--- config.mk ---
export PLATFORM = sky130hd
export DESIGN_NAME = mem_port_arbiter
export DESIGN_NICKNAME = d
export VERILOG_FILES = /design/src/rtl/mem_arb_pkg.sv /design/src/rtl/arb_rr2.sv /design/src/rtl/mem_port_arbiter.sv
export SDC_FILE = /design/constraint.sdc
export NUM_CORES = 1
export LEC_CHECK = 0
export BUFFER_PORTS_ARGS = -buffer_cell sky130_fd_sc_hd__buf_2
export CAP_MARGIN = 20
export CORE_AREA = 4 4 104 106
export DETAILED_ROUTE_END_ITERATION = 12
export DIE_AREA = 0 0 108 110
export SLEW_MARGIN = 15
export SYNTH_ARGS = -nofsm -noshare
export SYNTH_HDL_FRONTEND = slang
export SYNTH_HIERARCHICAL = 1
export SYNTH_SLANG_ARGS = --single-unit
--- constraint.sdc ---
create_clock -name clk -period 4.35 [get_ports clk]
set_clock_uncertainty 0.15 [all_clocks]
set_input_delay 0.87 -clock clk [delete_from_list [all_inputs] [get_ports clk]]
set_output_delay 0.87 -clock clk [all_outputs]
set_load 0.05 [all_outputs]
--- src/rtl/mem_arb_pkg.sv ---
// Shared types and constants for the fetch/data memory port arbiter.
package mem_arb_pkg;

   localparam int unsigned CNT_W = 3;
   localparam int unsigned BE_W  = 4;

   localparam logic [BE_W-1:0] BE_ALL = 4'hF;

   typedef enum logic {
      S_IDLE = 1'b0,
      S_WAIT = 1'b1
   } arb_state_e;

   typedef enum logic {
      OWN_IF = 1'b0,
      OWN_D  = 1'b1
   } arb_owner_e;

endpackage

--- src/rtl/arb_rr2.sv ---
// Two-way round-robin picker: bit 0 is the fetch requester, bit 1 the data requester.
module arb_rr2
   import mem_arb_pkg::*;
(
   input  logic [1:0] req,
   input  arb_owner_e last_owner,
   output arb_owner_e winner,
   output logic       valid
);

   // A lone requester wins outright; a tie goes to whoever was not served last.
   always_comb begin
      winner = OWN_IF;
      valid  = |req;
      case (req)
         2'b01:   winner = OWN_IF;
         2'b10:   winner = OWN_D;
         2'b11:   winner = (last_owner == OWN_IF) ? OWN_D : OWN_IF;
         default: winner = OWN_IF;
      endcase
   end

endmodule

--- src/rtl/mem_port_arbiter.sv ---
// Shares one single-port memory between the fetch and load/store paths,
// one transaction in flight at a time, with a fixed memory latency.
module mem_port_arbiter
   import mem_arb_pkg::*;
#(
   parameter int unsigned ADDR_W      = 32,
   parameter int unsigned DATA_W      = 32,
   parameter int unsigned MEM_LATENCY = 1
) (
   input  logic              clk,
   input  logic              reset_n,
   input  logic              if_req,
   input  logic [ADDR_W-1:0] if_addr,
   output logic              if_gnt,
   output logic              if_rvalid,
   output logic [DATA_W-1:0] if_rdata,
   input  logic              d_req,
   input  logic              d_we,
   input  logic [BE_W-1:0]   d_be,
   input  logic [ADDR_W-1:0] d_addr,
   input  logic [DATA_W-1:0] d_wdata,
   output logic              d_gnt,
   output logic              d_rvalid,
   output logic [DATA_W-1:0] d_rdata,
   output logic              mem_req,
   output logic              mem_we,
   output logic [BE_W-1:0]   mem_be,
   output logic [ADDR_W-1:0] mem_addr,
   output logic [DATA_W-1:0] mem_wdata,
   input  logic [DATA_W-1:0] mem_rdata
);

   arb_state_e       r_state;
   arb_state_e       w_state_nxt;
   logic [CNT_W-1:0] r_cnt;
   logic [CNT_W-1:0] w_cnt_nxt;
   arb_owner_e       r_owner;
   arb_owner_e       w_owner_nxt;
   arb_owner_e       r_last_owner;
   arb_owner_e       w_last_owner_nxt;
   logic             r_is_write;
   logic             w_is_write_nxt;

   arb_owner_e       w_winner;
   logic             w_valid;
   logic             w_grant;
   logic             w_done;

   arb_rr2 u_rr (
      .req        ({d_req, if_req}),
      .last_owner (r_last_owner),
      .winner     (w_winner),
      .valid      (w_valid)
   );

   // Gating with reset_n keeps every output low while reset is held.
   assign w_grant = reset_n && (r_state == S_IDLE) && w_valid;
   assign w_done  = reset_n && (r_state == S_WAIT) && (r_cnt == CNT_W'(MEM_LATENCY));

   // State register and transaction bookkeeping.
   always_ff @(posedge clk or negedge reset_n) begin
      if (!reset_n) begin
         r_state      <= S_IDLE;
         r_cnt        <= '0;
         r_owner      <= OWN_IF;
         r_last_owner <= OWN_IF;
         r_is_write   <= 1'b0;
      end else begin
         r_state      <= w_state_nxt;
         r_cnt        <= w_cnt_nxt;
         r_owner      <= w_owner_nxt;
         r_last_owner <= w_last_owner_nxt;
         r_is_write   <= w_is_write_nxt;
      end
   end

   // Next state: grant in idle starts the latency count, completion returns to idle.
   always_comb begin
      w_state_nxt      = r_state;
      w_cnt_nxt        = r_cnt;
      w_owner_nxt      = r_owner;
      w_last_owner_nxt = r_last_owner;
      w_is_write_nxt   = r_is_write;
      case (r_state)
         S_IDLE: begin
            if (w_grant) begin
               w_state_nxt      = S_WAIT;
               w_cnt_nxt        = CNT_W'(1);
               w_owner_nxt      = w_winner;
               w_last_owner_nxt = w_winner;
               w_is_write_nxt   = (w_winner == OWN_D) && d_we;
            end
         end
         S_WAIT: begin
            if (w_done) begin
               w_state_nxt = S_IDLE;
               w_cnt_nxt   = '0;
            end else begin
               w_cnt_nxt   = r_cnt + CNT_W'(1);
            end
         end
         default: w_state_nxt = S_IDLE;
      endcase
   end

   // Outputs: memory strobe and grant on the grant cycle, response pulse on completion.
   always_comb begin
      if_gnt    = 1'b0;
      d_gnt     = 1'b0;
      if_rvalid = 1'b0;
      d_rvalid  = 1'b0;
      if_rdata  = '0;
      d_rdata   = '0;
      mem_req   = 1'b0;
      mem_we    = 1'b0;
      mem_be    = '0;
      mem_addr  = '0;
      mem_wdata = '0;
      if (w_grant) begin
         mem_req = 1'b1;
         if (w_winner == OWN_D) begin
            d_gnt     = 1'b1;
            mem_we    = d_we;
            mem_be    = d_be;
            mem_addr  = d_addr;
            mem_wdata = d_wdata;
         end else begin
            if_gnt    = 1'b1;
            mem_be    = BE_ALL;
            mem_addr  = if_addr;
         end
      end
      if (w_done) begin
         if (r_owner == OWN_D) begin
            d_rvalid = 1'b1;
            d_rdata  = r_is_write ? '0 : mem_rdata;
         end else begin
            if_rvalid = 1'b1;
            if_rdata  = mem_rdata;
         end
      end
   end

endmodule

==> results of run 1 <==
-- power by group --
part | switching [mW] | internal, mW | total [mW]
clock | 0.0228 | 0.0593 | 0.0822
combinational | 0.580 | 0.250 | 0.830
sequential | 0.0399 | 0.0831 | 0.123
-- placed cells by master (no fill, tap or decap) --
cell type / synthesis / routed
mux2i_1: 32 / 32
a21boi_4: 0 / 1
nand2_1: 2 / 2
inv_1: 6 / 6
dfrtp_1: 6 / 6
o31ai_1: 2 / 2
inv_2: 1 / 1
nor2_4: 1 / 1
a21oi_1: 7 / 7
a311oi_1: 1 / 1
nand4b_4: 1 / 1
buf_12: 0 / 1
ha_1: 2 / 2
buf_4: 1 / 4
or2_1: 1 / 1
and2_1: 33 / 33
a21o_1: 2 / 2
and2_4: 1 / 1
and3_1: 33 / 33
nand3b_1: 1 / 1
buf_2: 7 / 274
clkbuf_8: 0 / 3
nor3_4: 1 / 1
o21a_1: 1 / 1
nor2_1: 34 / 34
and2_2: 32 / 32
nand2b_4: 1 / 1
-- worst register-to-register path: stages, from the launching register on --
cell and delay, ns:
dfrtp_1 0.46, a21boi_4 0.66, and3_1 0.36, a21o_1 0.10
-- state kept, by name, summed over array words and instances (netlist names) --
name          cells
r_last_owner      1
r_is_write        1
r_cnt             3
r_state           1
-- logic make-up (layout without fill, tap and decap cells) --
kind of cell | after synthesis | count (layout) | synth area share
flip-flops | 6 | 6 | 0.0936
adder cells (fa/ha/maj) | 2 | 2 | 0.0156
AND/OR/NAND/NOR | 141 | 141 | 0.546
AO/OA/AOI/OAI | 14 | 14 | 0.0554
multiplexers | 32 | 32 | 0.200
buffers and inverters | 29 | 289 | 0.0897
-- per-stage QoR --
step | instance area, um2 | hold slack [ns] | std cells
5_1_grt | 3130 | 0.355 | 617
3_5_place_dp | 3090 | 0.370 | 614
2_1_floorplan | 1600 | 0.328 | 224
4_1_cts | 3130 | 0.350 | 617
3_3_place_gp | 3090 | 0.351 | 614
6_report | 3130 | 0.352 | 617
-- layout make-up --
cell class,count,area (um2),share of cell area
repair buffers,279,1420,0.455
multi-input cells,189,1320,0.423
well taps,133,166,0.0532
flip-flops and latches,6,150,0.0480
clock buffers,3,41.3,0.0132
inverters,7,26.3,0.00840
-- worst paths after layout --
kind,slack [ns],endpoint
max,0.86,d_rdata[14]
min,0.35,r_last_owner
max reg2reg,2.56,r_is_write
min reg2reg,0.37,r_cnt[0]
max in group asynchronous,3.51,r_cnt[1]
min in group clk,0.37,r_cnt[0]
-- cell usage after synthesis, types with 2 or more instances --
cell type and count:
nor2_1 34, buf_6 2, a21o_1 2, and3_1 33, mux2i_1 32, inv_1 6
clkbuf_1 6, o31ai_1 2, a21oi_1 7, buf_2 7, and2_2 32, nand2_1 2
and2_1 33, clkbuf_2 6, ha_1 2, dfrtp_1 6
-- per-layer routing --
layer  wire length (um)  vias up
li1                   -     1261
met1               3330     1059
met2               4030      180
met3                969        2
met4                 12        0
met5                  0        -
==> metrics.txt, run 1 <==
vias in the first global route roughly 2300; R2R cell count 3; Fin. Hold Viols 0; max-cap violations 0; Critical Path RT 3.33 ns; n_diodes 0; Vert. Die Dim 110 um; # IOs roughly 280; WP buf/inv 2; Die Span X 108 um; Total Routing Usage GR 0.115; total negative slack 0 ns; clock slew at reported path FFs 0.04 ns; Seq/Total Area, Yosys 0.0936; Port Buffers 274; CP startpoint kind primary input; synth warn 6; layout cells sized above 1 0.663; Crit Path Class primary input to primary output; crit path max fanout 32; 1st-iter DRT viols 117; GR Overflow Total 0; Tightest Pin Transition 0.789 ns; vias ~2500; M2 GR Usage 0.205; DRC 0; final worst-path setup slack 0.859 ns; global-route wire length before repair ~11000 um; final core occ 0.320; GRT Max-Usage Layer met2; Levels on crit path 5; post-synthesis register bit count 6; H-tree levels 1; Async SR Flop Fraction 1.00; # resized after CTS 0; CTS Hold Bufs 0; Mapped Area 1600 um2; period utilisation layout 0.803; Worst VDD drop 0.129 mV; most area-consuming cells after synthesis mux2i_1 20%, and2_2 15%, and2_1 13%; hpwl dp 7390 um; CP max stage cell nor3_4; Top FF cell, synth dfrtp_1; crit-path max cell delay about 0.66 ns; die area 11900 um2; CTS max path bufs 2; area grow syn2layout 94.9%; Via density ~4.1; Detailed Routing Iterations Pass 1 4; outcome finished clean; Final Power approximately 1.0 mW; mean post-synth cell area just over 7 um2; PwrDens 331 nW/um2; worst setup path start reset_n; Crit Reg-Reg Startpoint r_last_owner; post-synth net total 363; final setup vio count 0; Clock Latency Late Sink 0.22 ns; RSZ-0062 raised after global routing false; Critical Path AT approximately 2.5 ns; Period minus WS final 3.49 ns; GR Util met3 0.0227; crit end category primary output; clock root buffer clkbuf_8; Initial Utilization 0.164; CTS tree built; DRT antenna net count 0; post-synth cell types 28; Post CTS Setup Buffer Count 0; cell count after synthesis about 220; Sinks on Clock Net 6; CTS Buf Count 3; routability cong. 0.712; Core Rows 36; CP most frequent cell buf_2; global routing usage on met1 0.148; core area about 9800 um2; Lkg Pwr 2.21 nW; initial antenna violation count 0; post-synth top area share 0.200; CP delay by family, top simple AND/OR/NAND/NOR gates; EDFF count, synth 0; Pins Over Slew Limit 0; critical path cell sequence buf_2, nand4b_4, nor3_4, and2_2, buf_2; # fillers 1053; Hold Crit Class primary input to async pin; max_slew headroom 0.472; Yosys top cell by area mux2i_1; pre-CTS WS 0.828 ns; Nets 625; Routed WL roughly 8300 um; fmax 0.286 GHz; largest net degree at the start of global routing 43; routed wire length per instance 13.5 um
Note: power is estimated with default switching activity, not from simulation.
==> run 2: changes to the inputs <==
==> constraint.sdc (replaced) <==
create_clock -name clk -period 3.4 [get_ports clk]
set_clock_uncertainty 0.15 [all_clocks]
set_input_delay 0.68 -clock clk [delete_from_list [all_inputs] [get_ports clk]]
set_output_delay 0.68 -clock clk [all_outputs]
set_load 0.05 [all_outputs]
==> run 2 against run 1 <==
Net effect:
- first-iteration DRC count increased by 41%
- global-route usage increased by 0.50 points
- cell area increased by 0.16%
- hold slack got worse by 0.19 ns
- clock power increased by 27%
- register-to-register slack got worse by 0.76 ns
- core utilization increased by 0.051 points
- final cell count increased by 0.49%
- combinational power increased by 28%
- power increased by 27%
==> metrics.txt, run 2 (synthesized netlist as in run 1, its figures left out) <==
Hold Crit Class primary input to async pin; Period minus WS final between 2 and 3 ns; Critical Path AT 2.06 ns; global-route wire length before repair 11500 um; Final Power 1.32 mW; footprint of the multi-input gates roughly 1300 um2; clock slew at reported path FFs approximately 0.030 ns; vias 2502; Hold WS 0.164 ns; final core occ 0.320; max_slew headroom 0.646; most common cell after layout, fill and taps aside buf_2; Reg with most FFs r_cnt; 1st-iter DRT viols 165; DRC 0; Sinks on Clock Net 6; FF+latch area 150 um2; Placed Cells 616; Lkg Pwr 2.22 nW; GR Overflow Total 0; routed wire length per instance between 10 and 15 um; CTS tree built; CTS Hold Bufs 0; hpwl dp slightly below 8000 um; PwrDens roughly 420 nW/um2; Pins Over Slew Limit 0; critical path cell sequence buf_2, nand4b_4, nor2_4, and2_1, buf_2; Clock Latency Late Sink 0.22 ns; crit end category primary output; WP buf/inv 2; Crit Path Class primary input to primary output; crit-path max cell delay 0.46 ns; clock root buffer clkbuf_8; core area about 10000 um2; # fillers 1086; vias in the first global route 2331; Fin. Hold Viols 0; final setup vio count 0; initial antenna violation count 1; fin cells 620; # IOs around 280; H-tree levels 1; Routed WL between 8000 and 9000 um; CTS max path bufs 2; CP most frequent cell buf_2; most frequent cells in the layout 274 x buf_2, 34 x nor2_1, 33 x and2_1, 33 x and3_1; Total Routing Usage GR 0.120; total negative slack 0 ns; fmax about 0.35 GHz; Critical Path RT 2.57 ns; crit path max fanout 33; Tightest Pin Transition 0.530 ns; layout cells sized above 1 0.665; Post CTS Setup Buffer Count 0; Detailed Routing Iterations Pass 1 4; CTS Buf Count 3; Initial Utilization 0.164; Port Buffers 274; CP delay by family, top simple AND/OR/NAND/NOR gates; number of flip-flops in the largest register 3; Via density between 4 and 5; # resized after CTS 0; area grow syn2layout 95.2%; CP max stage cell nor2_4; RSZ-0062 raised after global routing false; Nets 627; outcome finished clean; routability cong. approximately 0.74; period utilisation layout 0.849; die area 11900 um2; Worst VDD drop 0.145 mV; Vert. Die Dim 110 um; max-cap violations 0; Core Rows 36; DRT antenna net count 0; CP startpoint kind primary input; Die Span X between 100 and 150 um; largest net degree at the start of global routing 39
==> run 2: cell count changes in the layout (fill, tap and decap cells not counted) <==
cell	change
buf_4	+3
buf_12	-1
diode_2	+1
==> run 2: final timing paths <==
path                               from      endpoint  slack, ns  cells past startpoint
max in group asynchronous       reset_n      r_cnt[0]       2.75                      1
min in group clk               r_cnt[0]      r_cnt[0]       0.37                      1
max                             reset_n  if_rdata[13]       0.51                      5
max reg2reg                r_last_owner    r_is_write       1.80                      4
min reg2reg                    r_cnt[0]      r_cnt[0]       0.37                      1
min                             reset_n    r_is_write       0.16                      1
==> run 2: worst reg2reg max path, stage by stage, from the launching register on <==
cell      delay (ns)
dfrtp_1         0.46
a21boi_4        0.39
buf_4           0.25
and3_1          0.21
a21o_1          0.09
==> run 2: cell type report <==
| type | count | area share |
|---|---|---|
| inverters | 7 | 0.00839 |
| repair buffers | 281 | 0.455 |
| multi-input cells | 189 | 0.422 |
| well taps | 133 | 0.0531 |
| clock buffers | 3 | 0.0132 |
| flip-flops and latches | 6 | 0.0479 |
| diodes | 1 | 0.000799 |
==> run 2: routing by layer <==
metal	track usage	share of wire	vias to the layer above	wire length, um
met3	0.0181	0.11	10	940
met4	0.0442	0.019	0	161
met2	0.206	0.48	174	4100
li1	-	-	1262	-
met5	0	0	-	0
met1	0.152	0.39	1056	3390
==> run 2: metrics by stage <==
step           instance area, um2  worst slack [ns]
5_1_grt                      3130             0.361
3_5_place_dp                 3090             0.479
2_1_floorplan                1600             0.576
4_1_cts                      3130             0.474
3_3_place_gp                 3090             0.530
6_report                     3130             0.514
==> run 2: where the power goes <==
group	internal, mW	leakage [nW]	switching [mW]	total (mW)
combinational	0.317	2.12	0.739	1.06
clock	0.0758	0.0216	0.0284	0.104
sequential	0.106	0.0716	0.0494	0.156
